==> src/rtl/store_issue_ctrl.sv <==
// store_issue_ctrl: store-issue controller between MEM stage and the
// data-memory write port. Formats store data/strobes at enqueue, buffers
// stores in an in-order FIFO, issues them one at a time over
// req/gnt/bvalid, and reports load-after-store word-address hazards.
//
// Optional feature macro: STORE_MISALIGN_TRAP_EN
//   defined     : misaligned SH/SW are dropped and err_misalign pulses
//   not defined : low address bits below the access size are ignored
//
// state | meaning
// ------+-----------------------------------------------------------
// IDLE  | nothing in flight; leaves as soon as an entry is present
// REQ   | mem_req high, head entry driven, waiting for mem_gnt
// RESP  | granted, waiting for mem_bvalid to pop the head entry
module store_issue_ctrl #(
  parameter int DEPTH = 2
) (
  input  logic        clk,
  input  logic        rst_n,
  input  logic        st_valid,
  output logic        st_ready,
  input  logic [31:0] st_addr,
  input  logic [1:0]  st_size,
  input  logic [31:0] st_data,
  output logic        mem_req,
  input  logic        mem_gnt,
  output logic [31:0] mem_addr,
  output logic [31:0] mem_wdata,
  output logic [3:0]  mem_wstrb,
  input  logic        mem_bvalid,
  input  logic [31:0] ld_addr,
  output logic        ld_hit,
  output logic        busy,
  output logic        err_misalign
);

  localparam int AW = $clog2(DEPTH);
  localparam logic [AW:0] CNT_FULL = (AW+1)'(DEPTH);

  localparam logic [1:0] S_IDLE = 2'd0;
  localparam logic [1:0] S_REQ  = 2'd1;
  localparam logic [1:0] S_RESP = 2'd2;

  logic [1:0]    state, state_nxt;
  logic [AW-1:0] head, tail;
  logic [AW:0]   count, count_nxt;
  logic [29:0]   e_word [DEPTH];
  logic [31:0]   e_data [DEPTH];
  logic [3:0]    e_strb [DEPTH];
  logic [31:0]   fmt_data;
  logic [3:0]    fmt_strb;
  logic [AW-1:0] slot_off;
  logic          misalign, accept, push, pop;
  logic          unused_ld;

  // the two byte-offset bits never take part in the word-address compare
  assign unused_ld = ^ld_addr[1:0];

  assign st_ready = (count != CNT_FULL);
  assign accept   = st_valid && st_ready;

  // lane-align data and build strobes from address and size
  always_comb begin
    fmt_data = '0;
    fmt_strb = '0;
    case (st_size)
      2'd0: begin
        fmt_data = {24'd0, st_data[7:0]} << {st_addr[1:0], 3'b000};
        fmt_strb = 4'b0001 << st_addr[1:0];
      end
      2'd1: begin
        if (st_addr[1]) begin
          fmt_data = {st_data[15:0], 16'd0};
          fmt_strb = 4'b1100;
        end else begin
          fmt_data = {16'd0, st_data[15:0]};
          fmt_strb = 4'b0011;
        end
      end
      2'd2: begin
        fmt_data = st_data;
        fmt_strb = 4'b1111;
      end
      default: ;
    endcase
  end

`ifdef STORE_MISALIGN_TRAP_EN
  assign misalign = ((st_size == 2'd1) && st_addr[0]) ||
                    ((st_size == 2'd2) && (st_addr[1:0] != 2'b00));

  // one-cycle error pulse for an accepted but dropped misaligned store
  always_ff @(posedge clk or negedge rst_n) begin
    if (!rst_n) err_misalign <= 1'b0;
    else        err_misalign <= accept && misalign;
  end
`else
  assign misalign     = 1'b0;
  assign err_misalign = 1'b0;
`endif

  // size 3 is accepted on the handshake but silently discarded
  assign push = accept && (st_size != 2'd3) && !misalign;
  assign pop  = (state == S_RESP) && mem_bvalid;

  // occupancy after this edge; full rules out push-while-full by construction
  always_comb begin
    case ({push, pop})
      2'b10:   count_nxt = count + 1'b1;
      2'b01:   count_nxt = count - 1'b1;
      default: count_nxt = count;
    endcase
  end

  // issue sequencing; looks at next occupancy so a fresh store issues next cycle
  always_comb begin
    state_nxt = state;
    case (state)
      S_IDLE: if (count_nxt != '0) state_nxt = S_REQ;
      S_REQ:  if (mem_gnt) state_nxt = S_RESP;
      S_RESP: if (pop) state_nxt = (count_nxt != '0) ? S_REQ : S_IDLE;
      default: state_nxt = S_IDLE;
    endcase
  end

  // control state: FSM, pointers and occupancy
  always_ff @(posedge clk or negedge rst_n) begin
    if (!rst_n) begin
      state <= S_IDLE;
      head  <= '0;
      tail  <= '0;
      count <= '0;
    end else begin
      state <= state_nxt;
      count <= count_nxt;
      if (push) tail <= tail + 1'b1;
      if (pop)  head <= head + 1'b1;
    end
  end

  // entry payload; only read while valid so it needs no reset
  always_ff @(posedge clk) begin
    if (push) begin
      e_word[tail] <= st_addr[31:2];
      e_data[tail] <= fmt_data;
      e_strb[tail] <= fmt_strb;
    end
  end

  assign mem_req   = (state == S_REQ);
  assign mem_addr  = mem_req ? {e_word[head], 2'b00} : '0;
  assign mem_wdata = mem_req ? e_data[head] : '0;
  assign mem_wstrb = mem_req ? e_strb[head] : '0;
  assign busy      = (count != '0) || (state != S_IDLE);

  // hazard: any occupied slot (head included while in flight) matching the load word
  always_comb begin
    ld_hit   = 1'b0;
    slot_off = '0;
    for (int i = 0; i < DEPTH; i++) begin
      slot_off = AW'(i) - head;
      if (({1'b0, slot_off} < count) && (e_word[i] == ld_addr[31:2]))
        ld_hit = 1'b1;
    end
  end

endmodule

==> config.mk <==
export PLATFORM = sky130hd
export DESIGN_NAME = store_issue_ctrl
export DESIGN_NICKNAME = d
export VERILOG_FILES = /design/src/rtl/store_issue_ctrl.sv
export SDC_FILE = /design/constraint.sdc
export NUM_CORES = 1
export LEC_CHECK = 0
export ABC_AREA = 1
export BUFFER_PORTS_ARGS = -buffer_cell sky130_fd_sc_hd__buf_4
export CAP_MARGIN = 20
export CORE_MARGIN = 1.5
export CORE_UTILIZATION = 57
export CTS_CLUSTER_DIAMETER = 50
export DETAILED_ROUTE_END_ITERATION = 10
export MAX_ROUTING_LAYER = met4
export PLACE_DENSITY = 0.93
export SLEW_MARGIN = 15
export SYNTH_ARGS = -nofsm -noshare
export SYNTH_HDL_FRONTEND = slang
export SYNTH_SLANG_ARGS = --single-unit
==> constraint.sdc <==
create_clock -name clk -period 9.9 [get_ports clk]
set_input_delay 0.495 -clock clk [delete_from_list [all_inputs] [get_ports clk]]
set_output_delay 0.495 -clock clk [all_outputs]
set_load 0.05 [all_outputs]
# Word level (Yosys, flattened, before mapping)
# Memories as Yosys holds them, arrays and structs flattened.
# Cells that the tools add are included.
# classes
shifts,2
addsub,6
reduce_logical,12
eq_ne,13
muxes,17
magnitude_cmp,2
# ops
cell,count
$mux W32,3
$pmux W32 S3,1
$eq A30 B30 Y1,2
$shl A8 B5 Y32,1
$pmux W4 S3,1
$mux W4,2
$ne A2 B2 Y1 const B,4
$eq A2 B1 Y1 const B,3
$eq A2 B2 Y1 const B,3
$mux W2,3
$pmux W2 S3,1
$reduce_bool A2 Y1,3
$logic_and A1 B1 Y1,5
$mux W1,5
$logic_not A2 Y1,2
$lt A1 B2 Y1,2
$pmux W2 S2,1
$shl A1 B2 Y4 const A,1
$reduce_and A3 Y1,1
$add A1 B1 Y1 const B,2
$add A2 B1 Y2 const B,1
$ne A2 B1 Y1 const B,1
$sub A1 B1 Y1 const A,2
$sub A2 B1 Y2 const B,1
$logic_or A1 B1 Y1,1
# totals
mem_count,3
out_inout_bits,73
mem_bits_rw,132
ff_bits,6
# memory_table
memory,depth,width,read_ports,rd_clocked_by_memory_dff,write_ports,line,rtl
e_data,2,32,1,0,1,48,logic [31:0] e_data [DEPTH];
e_word,2,30,3,0,1,47,logic [29:0] e_word [DEPTH];
e_strb,2,4,1,0,1,49,logic [3:0] e_strb [DEPTH];

# Longest topological paths before layout
# Gate-level depths: netlist of run 1.
# depth
ltp_word,9
ltp_mapped,9

# Worst setup path before layout of run 1
# Ideal clock, no wire load.
# synth_path
kind,register -> register
startpoint,register count[0]
endpoint,memory e_data[0][0] (enable)
arrival_time_ps,3874
stages_incl_launch_ff,5
t_required_ps,9409
slack_ps,5535
n_path_buf,0
period_less_slack_ps,4365
cell_sequence,dfrtp_1 inv_1 nand2_1 nand3_1 nor2_1
# synth_via
elab_chain_cells,5
# synth_rtl
item,line,rtl
start: declaration,46,"logic [AW:0] count, count_nxt;"
start signal: assignment,135,count <= count_nxt;
$ne A2 B2 Y1,59,assign st_ready = (count != CNT_FULL);
net st_ready,21,"output logic st_ready,"
$logic_and A1 B1 Y1,60,assign accept = st_valid && st_ready;
$logic_and A1 B1 Y1,103,assign push = accept && (st_size != 2'd3) && !misalign;
$mux W1,143,if (push) begin
$mux W1 (not written as such),145,e_data[tail] <= fmt_data;
end: declaration,48,
# The timed path passes the listed nets, and every way through them passes these cells.

# Final worst setup path of run 1
# layout_path
startpoint,register head
endpoint,output port mem_addr[11]
# layout_via
elab_chain_cells,2
# layout_rtl
item,line,rtl
start: declaration,45,"logic [AW-1:0] head, tail;"
start signal: assignment,137,if (pop) head <= head + 1'b1;
$mem_v2 Z2 W30,n/a,
$mux W32,151,"assign mem_addr = mem_req ? {e_word[head], 2'b00} : '0;"
end: declaration,27,"output logic [31:0] mem_addr,"
# Every way passes these cells.

==> results.yml, run 1 <==
die:
  dieArea_um2: 12200
  ios: 176
  die_x_um: 110
  row_count: 39
  start_util_pct: 58.1
  coreArea_um2: 11300
  die_h_um: 110
cts:
  clkTransAtPathRegs_ps: 50
  cts_resized: 0
  cts_setup_buffers: 0
  clkSinkCount: 138
  insertion_delay_ps: 420
  ctsHoldBuffers: 1
  cts-root-buf: "clkbuf_16"
  cts_max_level: 4
  tritoncts: "yes"
  numCtsBuffers: 17
  cts_buffer_depth: 2
final_layout:
  fin_area_um2: 8540
  utilization_pct: 75.5
  fin_cells: 960
  num-fill-cells: 690
  drive_gt1_share_pct: 26.7
  nNetsFinal: 908
  syn_to_final_growth_pct: 29.8
  insertedDiodeCount: 0
  final_common_cell: "nand2_1"
  final_cell_mix: "198 x nand2_1, 173 x buf_4, 132 x edfxtp_1, 75 x a21oi_1, 51 x xnor2_1"
sta:
  clock_skew_ps: 11.6
  min_period_ps: 3140
  setup_viol: 0
  tightest_slew_ps: 915
  post-route-period-util_pct: 31.7
  hold_viol: 0
  fmax_mhz: 318
  rsz0062_at_grt: "no"
  fin_tns_setup_ps: 0
  slew_violations: 0
  relSlewSlack_pct: 39.0
synth:
  ys_types: 29
  ys_seq_elements: 138
  synth_edf_count: 132
  syn_area_um2: 6580
  ys.flop_type: "edfxtp_1"
  synth_warnings: 0
  avgSynthCellArea_um2: 10.4
  synthCells: 635
  ys_async_sr_fraction_pct: 4.35
  ys_seq_area_share_pct: 62.5
run:
  cap_violations: 0
critical_path:
  r2r_start: "count[0]"
  worstPathCellList: "buf_4 > inv_2 > buf_12 > o21ai_0 > a21oi_1 > buf_4"
  crit_slowest_cell: "buf_4"
  end_kind: "output port"
  path_max_fanout: 74
  worst-setup-path-type: "reg -> out"
  crit_top_cell: "buf_4"
  crit_path_start_kind: "flop"
  worstReg2RegEnd: "e_word[1][21]"
  path_buf_inv: 4
  cp.required_ps: 9410
  cp.arrival_ps: 2650
  cp_slowest_stage_delay_ps: 610
  rrSetupSlack_ps: 7700
  path_delay_family: "buffers and inverters"
  rr_worst_depth: 5
grt:
  grt_use_total_pct: 28.4
  grt_pass1_vias: 5236
  grt_max_degree: 75
  global_route.overflow_total: 0
  antenna_found_initial: 0
  grt_pass1_wl_mm: 26.1
hold_path:
  hold_class: "in -> reg"
  hold_depth: 1
  min_from: "st_addr[30]"
  hold-path-endpoint: "e_word[1][28]"
pwr:
  irDropWorstVdd_v: 0.000208
  pwr-share-seq_pct: 30.5
  switching_share_pct: 44.3
  p_int_mw: 1.50
  p_per_area_nw_per_um2: 316
  power_mw: 2.70
  p_comb_share_pct: 46.6
  clkPwrFrac_pct: 23.0
  p_leak_nw: 3.54
  switchingPower_mw: 1.20
placement:
  dp_hpwl_mm: 11.2
  io_buffer_count: 170
  placed_area_um2: 7910
  placed_cells: 925
  gp_congestion: 0.922
routing:
  drc: 0
  drt-pass1-iter-count: 5
  drt-total-wl_mm: 16.5
  via_count: 5359
  drtIter0Drc: 465
  detail-route-antenna-nets: 0
  viasPerCell: 5.58
  wire_per_inst_um: 17.2
run_status:
  status: "completed"
-- how the worst max path moves through the flow --
stage                   from            to  slack (ps)  depth (start not counted)
floorplan           count[0]  e_data[0][0]        5530                          4
global placement        head  mem_addr[11]        7100                          5
detailed placement      head  mem_addr[11]        6990                          5
CTS                     head  mem_wdata[6]        6540                          5
global route            head  mem_addr[11]        6570                          6
finish                  head  mem_addr[11]        6760                          6
-- worst reg2reg max path: stages, from the launching register on --
cell     delay, ps
dfrtp_1        440
inv_1          120
nand2_1        120
nand3_1        250
nor2_4         140
buf_4          690
-- routing by layer --
layer | vias to the layer above | GRT usage, % | wire length, um
li1 | 2484 | - | -
met1 | 2490 | 34.3 | 6250
met2 | 327 | 45.6 | 8110
met3 | 58 | 5.65 | 1420
met4 | 0 | 15.1 | 730
met5 | - | - | 0
-- per-stage QoR --
step,hold WS [ps],worst slack [ps]
floorplan,199,5530
global placement,303,7100
detailed placement,304,6990
CTS,251,6540
global route,250,6570
finish,267,6760
-- power by group through the flow --
stage / sequential [mW] / clock (mW) / combinational [mW]
global route: 0.832 / 0.654 / 1.33
global placement: 0.823 / 0 / 1.21
detailed placement: 0.832 / 0 / 1.23
finish: 0.823 / 0.620 / 1.26
CTS: 0.822 / 0.625 / 1.24
floorplan: 0.828 / 0 / 0.879
-- cells by family (layout without fill, tap and decap cells) --
logic type / count (synthesis) / in the layout / synth area share, %
xor+xnor: 56 / 56 / 7.57
other cells: 1 / 3 / 0.0570
compound gates: 112 / 112 / 9.15
buf+inv: 75 / 255 / 5.29
simple gates: 252 / 252 / 15.2
flops: 138 / 138 / 62.5
fa+ha+maj: 1 / 1 / 0.190
-- registers in the layout (all words and copies together) (netlist names) --
name	count
e_strb	8
state	2
head	1
tail	1
count	2
e_data	64
e_word	60
-- synthesized netlist by cell type (4+ instances only) --
cell,count,share of area [%]
xnor2_1,51,6.8
nand2_1,198,11
clkbuf_1,4,0.23
nand3_1,4,0.30
a22oi_1,8,0.91
o22ai_1,8,0.76
o21ai_0,17,1.3
inv_1,44,2.5
a21oi_1,75,5.7
dfrtp_1,6,2.3
nand4_1,10,0.95
nor2_1,33,1.9
edfxtp_1,132,60
buf_2,14,1.1
xor2_1,4,0.53
buf_4,7,0.80
-- area by class of cell --
cell class	instances	area (um2)	share of cell area, %
clock inverter	14	154	1.80
tap	143	179	2.09
timing repair buffer	176	1350	15.8
sequential	138	4120	48.2
clock buffer	18	429	5.02
multi-input combinational	424	2140	25.0
inverter	47	176	2.07
Power figures use the tool's default switching activity.
==> run 2, diff against run 1 <==
--- a/config.mk
+++ b/config.mk
@@ -9,11 +9,11 @@
 export BUFFER_PORTS_ARGS = -buffer_cell sky130_fd_sc_hd__buf_4
 export CAP_MARGIN = 20
 export CORE_MARGIN = 1.5
-export CORE_UTILIZATION = 57
+export CORE_UTILIZATION = 48
 export CTS_CLUSTER_DIAMETER = 50
 export DETAILED_ROUTE_END_ITERATION = 10
 export MAX_ROUTING_LAYER = met4
-export PLACE_DENSITY = 0.93
+export PLACE_DENSITY = 0.84
 export SLEW_MARGIN = 15
 export SYNTH_ARGS = -nofsm -noshare
 export SYNTH_HDL_FRONTEND = slang
==> constraint.sdc (replaced) <==
create_clock -name clk -period 2.6 [get_ports clk]
set_input_delay 0.13 -clock clk [delete_from_list [all_inputs] [get_ports clk]]
set_output_delay 0.13 -clock clk [all_outputs]
set_load 0.05 [all_outputs]
==> results.yml, run 2 (synthesis gave the netlist of run 1 again) <==
routing:
  viasPerCell: 5.16
  drt-pass1-iter-count: 4
  drt-total-wl_mm: 16.9
  detail-route-antenna-nets: 0
  via_count: 5311
  drc: 0
  wire_per_inst_um: 16.4
  drtIter0Drc: 305
critical_path:
  path_max_fanout: 31
  worst-setup-path-type: "reg -> out"
  worstPathCellList: "buf_4 > nand2_1 > a21oi_1 > buf_4"
  crit_slowest_cell: "dfrtp_2"
  rrSetupSlack_ps: 670
  crit_top_cell: "buf_4"
  rr_worst_depth: 9
  crit_start: "head"
  r2r_start: "count[0]"
  cp.arrival_ps: 2180
  end_kind: "output port"
  cp.required_ps: 2470
  worstReg2RegEnd: "state[0]"
  cp_slowest_stage_delay_ps: 670
  crit_path_start_kind: "flop"
die:
  dieArea_um2: 14400
  start_util_pct: 49.5
  row_count: 42
  ios: 176
  coreArea_um2: 13300
  die_h_um: 120
  die_x_um: 120
pwr:
  pwr-share-seq_pct: 31.2
  power_mw: 10.2
  clkPwrFrac_pct: 22.1
  p_per_area_nw_per_um2: 1140
  p_int_mw: 5.51
  p_comb_share_pct: 46.7
  irDropWorstVdd_v: 0.000622
  p_leak_nw: 3.67
  switching_share_pct: 45.8
  switchingPower_mw: 4.66
placement:
  gp_congestion: 0.923
  io_buffer_count: 170
  dp_slack_ps: 665
  placed_cells: 966
  dp_hpwl_mm: 11.4
final_layout:
  top_register: "e_data"
  reg.largest.list: "e_data (64), e_word (60), e_strb (8)"
  largest_register_ffs: 64
  drive_gt1_share_pct: 26.8
  syn_to_final_growth_pct: 35.1
  nNetsFinal: 945
  final_common_cell: "nand2_1"
  insertedDiodeCount: 0
  fin_cells: 1030
  multiInputGateArea_um2: 2140
  num-fill-cells: 990
  regArea_um2: 4120
  final_cell_mix: "198 x nand2_1, 181 x buf_4, 132 x edfxtp_1, 75 x a21oi_1, 51 x xnor2_1"
sta:
  slew_violations: 0
  fin_tns_setup_ps: 0
  setup_slack_ps: 290
  relSlewSlack_pct: 47.1
  hold_viol: 0
  tightest_slew_ps: 790
  fmax_mhz: 433
  rsz0062_at_grt: "no"
  hold_ws_ps: 60.1
  clock_skew_ps: 8.38
  min_period_ps: 2310
  post-route-period-util_pct: 88.8
  setup_viol: 0
cts:
  cts_buffer_depth: 2
  cts_max_level: 4
  cts-root-buf: "clkbuf_16"
  numCtsBuffers: 17
  clkSinkCount: 138
  cts_setup_buffers: 0
  tritoncts: "yes"
  clkTransAtPathRegs_ps: 60
  insertion_delay_ps: 420
  cts_resized: 0
  ctsHoldBuffers: 32
grt:
  grt_max_degree: 41
  grt_use_total_pct: 24.5
  grt_pass1_vias: 5212
  grt_pass1_wl_mm: 26.1
  global_route.overflow_total: 0
  antenna_found_initial: 0
run:
  cap_violations: 0
run_status:
  status: "completed"
hold_path:
  hold_class: "in -> async"
run 2: cell types whose count changed in the layout (fill, tap and decap cells not counted), sizes merged:
cell / change
clkinv: -5
bufinv: -3
clkbuf: -1
buf: +6
inv: +7
dlygate4sd3: +31
clkinvlp: +2
run 2: area by class of cell:
cell class                 count  area share [%]
timing repair buffer         213            18.9
clock inverter                15            1.48
multi-input combinational    424            24.1
inverter                      47            1.99
tap                          176            2.48
clock buffer                  17            4.79
sequential                   138            46.3
run 2: worst max path at each step:
stage | to | cells past startpoint
floorplan | e_data[0][0] | 4
global placement | state[0] | 9
detailed placement | state[0] | 9
CTS | mem_wdata[7] | 4
global route | mem_wdata[7] | 5
finish | mem_wdata[7] | 4
run 2: critical path: cells and delay by family, from the launching register on:
kind            cells  cell delay (ps)
compound gates      1              290
buf+inv             2              680
flops               1              670
simple gates        1              120
run 2: power by group through the flow:
stage | Clock, mW | Sequential [mW] | Combinational, mW
5_1_grt | 2.37 | 3.21 | 5.04
2_1_floorplan | 0 | 3.13 | 3.35
4_1_cts | 2.27 | 3.17 | 4.76
6_report | 2.25 | 3.17 | 4.76
3_5_place_dp | 0 | 3.22 | 4.70
3_3_place_gp | 0 | 3.19 | 4.66
run 2: stage by stage:
stage	utilization (%)	instance area, um2
2_1_floorplan	-	6590
3_3_place_gp	60.2	8010
3_5_place_dp	60.2	8010
4_1_cts	66.8	8890
5_1_grt	66.8	8890
6_report	66.8	8890
run 2: routing by layer:
layer  up-vias  track usage [%]  wire length (um)
met5         -                -                 0
met1      2491             29.1              6720
met3        23             5.09              1340
li1       2555                -                 -
met2       242             41.9              8580
met4         0             8.04               261
==> run 3, diff against run 2 <==
--- a/config.mk
+++ b/config.mk
@@ -13,7 +13,7 @@
 export CTS_CLUSTER_DIAMETER = 50
 export DETAILED_ROUTE_END_ITERATION = 10
 export MAX_ROUTING_LAYER = met4
-export PLACE_DENSITY = 0.84
+export PLACE_DENSITY = 0.74
 export SLEW_MARGIN = 15
 export SYNTH_ARGS = -nofsm -noshare
 export SYNTH_HDL_FRONTEND = slang
==> results.yml, run 3 (synthesis gave the netlist of run 1 again) <==
run_status:
  status: "completed"
cts:
  cts_buffer_depth: 2
  cts_max_level: 4
  clkTransAtPathRegs_ps: 60
  insertion_delay_ps: 420
  tritoncts: "yes"
  numCtsBuffers: 17
  cts_resized: 0
  clkSinkCount: 138
  cts-root-buf: "clkbuf_16"
grt:
  global_route.overflow_total: 0
  grt_max_degree: 41
  grt_use_total_pct: 24.9
  grt_pass1_wl_mm: 26.6
  grtUsageMet2_pct: 41.4
  grt_pass1_vias: 5451
  busiest_layer: "met2"
  gr-usage-met3_pct: 6.04
  met1_usage_pct: 29.2
  antenna_found_initial: 1
sta:
  min_period_ps: 2150
  post-route-period-util_pct: 82.7
  clock_skew_ps: 7.89
  fmax_mhz: 465
  slew_violations: 0
  setup_viol: 0
  hold_viol: 0
  relSlewSlack_pct: 50.4
  tightest_slew_ps: 742
  rsz0062_at_grt: "no"
routing:
  detail-route-antenna-nets: 0
  drt-pass1-iter-count: 4
  via_count: 5345
  wire_per_inst_um: 16.5
  drc: 0
  drt-total-wl_mm: 17.0
  drtIter0Drc: 355
  viasPerCell: 5.18
die:
  die_x_um: 120
  row_count: 42
  start_util_pct: 49.5
  coreArea_um2: 13300
  die_h_um: 120
  ios: 176
  dieArea_um2: 14400
critical_path:
  crit_top_cell: "nand2_1"
  path_delay_family: "simple AND/OR/NAND/NOR gates"
  path_buf_inv: 2
  worst-setup-path-type: "reg -> out"
  crit_path_start_kind: "flop"
  path_max_fanout: 36
  end_kind: "output port"
  crit_slowest_cell: "buf_4"
  worstPathCellList: "buf_4 > nand2_1 > nand2_1 > nand2_1 > nor2_1 > nand2_1 > nor2_1 > nand2_1 > nand2_1 > buf_4"
  cp_slowest_stage_delay_ps: 380
  cp.required_ps: 2470
  cp.arrival_ps: 2020
final_layout:
  utilization_pct: 67.1
  drive_gt1_share_pct: 26.1
  top_register: "e_data"
  final_common_cell: "nand2_1"
  reg.largest.list: "e_data (64), e_word (60), e_strb (8)"
  fin_cells: 1031
  final_cell_mix: "198 x nand2_1, 181 x buf_4, 132 x edfxtp_1, 75 x a21oi_1, 51 x xnor2_1"
  syn_to_final_growth_pct: 35.6
  largest_register_ffs: 64
  num-fill-cells: 987
  nNetsFinal: 946
placement:
  dp_hpwl_mm: 11.5
  io_buffer_count: 170
  gp_congestion: 0.935
  placed_cells: 967
pwr:
  p_per_area_nw_per_um2: 1160
  p_leak_nw: 3.69
  irDropWorstVdd_v: 0.000626
hold_path:
  hold_class: "in -> async"
run:
  cap_violations: 0
==> run 3: cell count changes in the layout (fill, tap and decap cells not counted), sizes merged <==
cell,previous run,this run
buf,181,182
bufinv,0,3
clkbuf,17,22
clkinvlp,3,2
diode,0,1
inv,55,47
==> run 3: layer usage <==
| layer | routed length [um] | vias to the layer above |
|---|---|---|
| met4 | 311 | 0 |
| met5 | 0 | - |
| met3 | 1440 | 26 |
| li1 | - | 2549 |
| met1 | 6700 | 2507 |
| met2 | 8570 | 263 |
==> run 3: repair_timing <==
action,4_1_cts,5_1_grt
hold buffers,32,0
setup buffers,0,0
hold endpoints to repair,68,0
==> run 3: report_power, final <==
part	internal, mW	leakage [nW]	switching (mW)
sequential	2.94	1.30	0.173
combinational	1.35	2.12	3.52
clock	1.49	0.271	0.854
total	5.78	3.69	4.55
==> run 3: worst reg2reg max path: cells and delay by family (launching register included) <==
family | cells | cell delay (ps)
and+or+nand+nor | 4 | 540
buffers and inverters | 1 | 90
AOI/OAI and AO/OA | 2 | 230
DFF | 1 | 410
adders and majority gates | 1 | 410
xor gates and xnor gates | 1 | 160
==> run 3: area by class of cell <==
type	instances	area, um2	share of cell area [%]
sequential	138	4120	46.1
multi-input combinational	424	2140	24.0
timing repair buffer	214	1700	19.0
clock buffer	22	444	4.98
tap	176	220	2.47
inverter	47	176	1.98
clock inverter	9	124	1.39
antenna	1	2.50	0.0281
==> run 3: path summary, 6_finish.rpt <==
check / end / cells after the start / slack (ps) / startpoint
setup / recovery: ld_hit / 10 / 450 / head
hold / removal: state[1] / 2 / 50 / rst_n
setup reg to reg: state[0] / 9 / 650 / count[0]
hold reg to reg: count[0] / 1 / 580 / count[0]
max in group asynchronous: head / 2 / 2420 / rst_n
min in group clk: state[1] / 4 / 60 / mem_bvalid
==> run 3: per-stage QoR <==
stage                     hold WS, ps  setup TNS (ps)  power [mW]  setup slack [ps]  instance area [um2]
after floorplan                  -166          -90670        6.48              -687                 6590
after global placement          -59.2               0        7.89               731                 8030
after detailed placement        -55.0               0        7.97               675                 8030
after CTS                        34.1               0        10.4               438                 8920
after global routing             57.2               0        10.8               253                 8920
final                            52.8               0        10.3               449                 8920
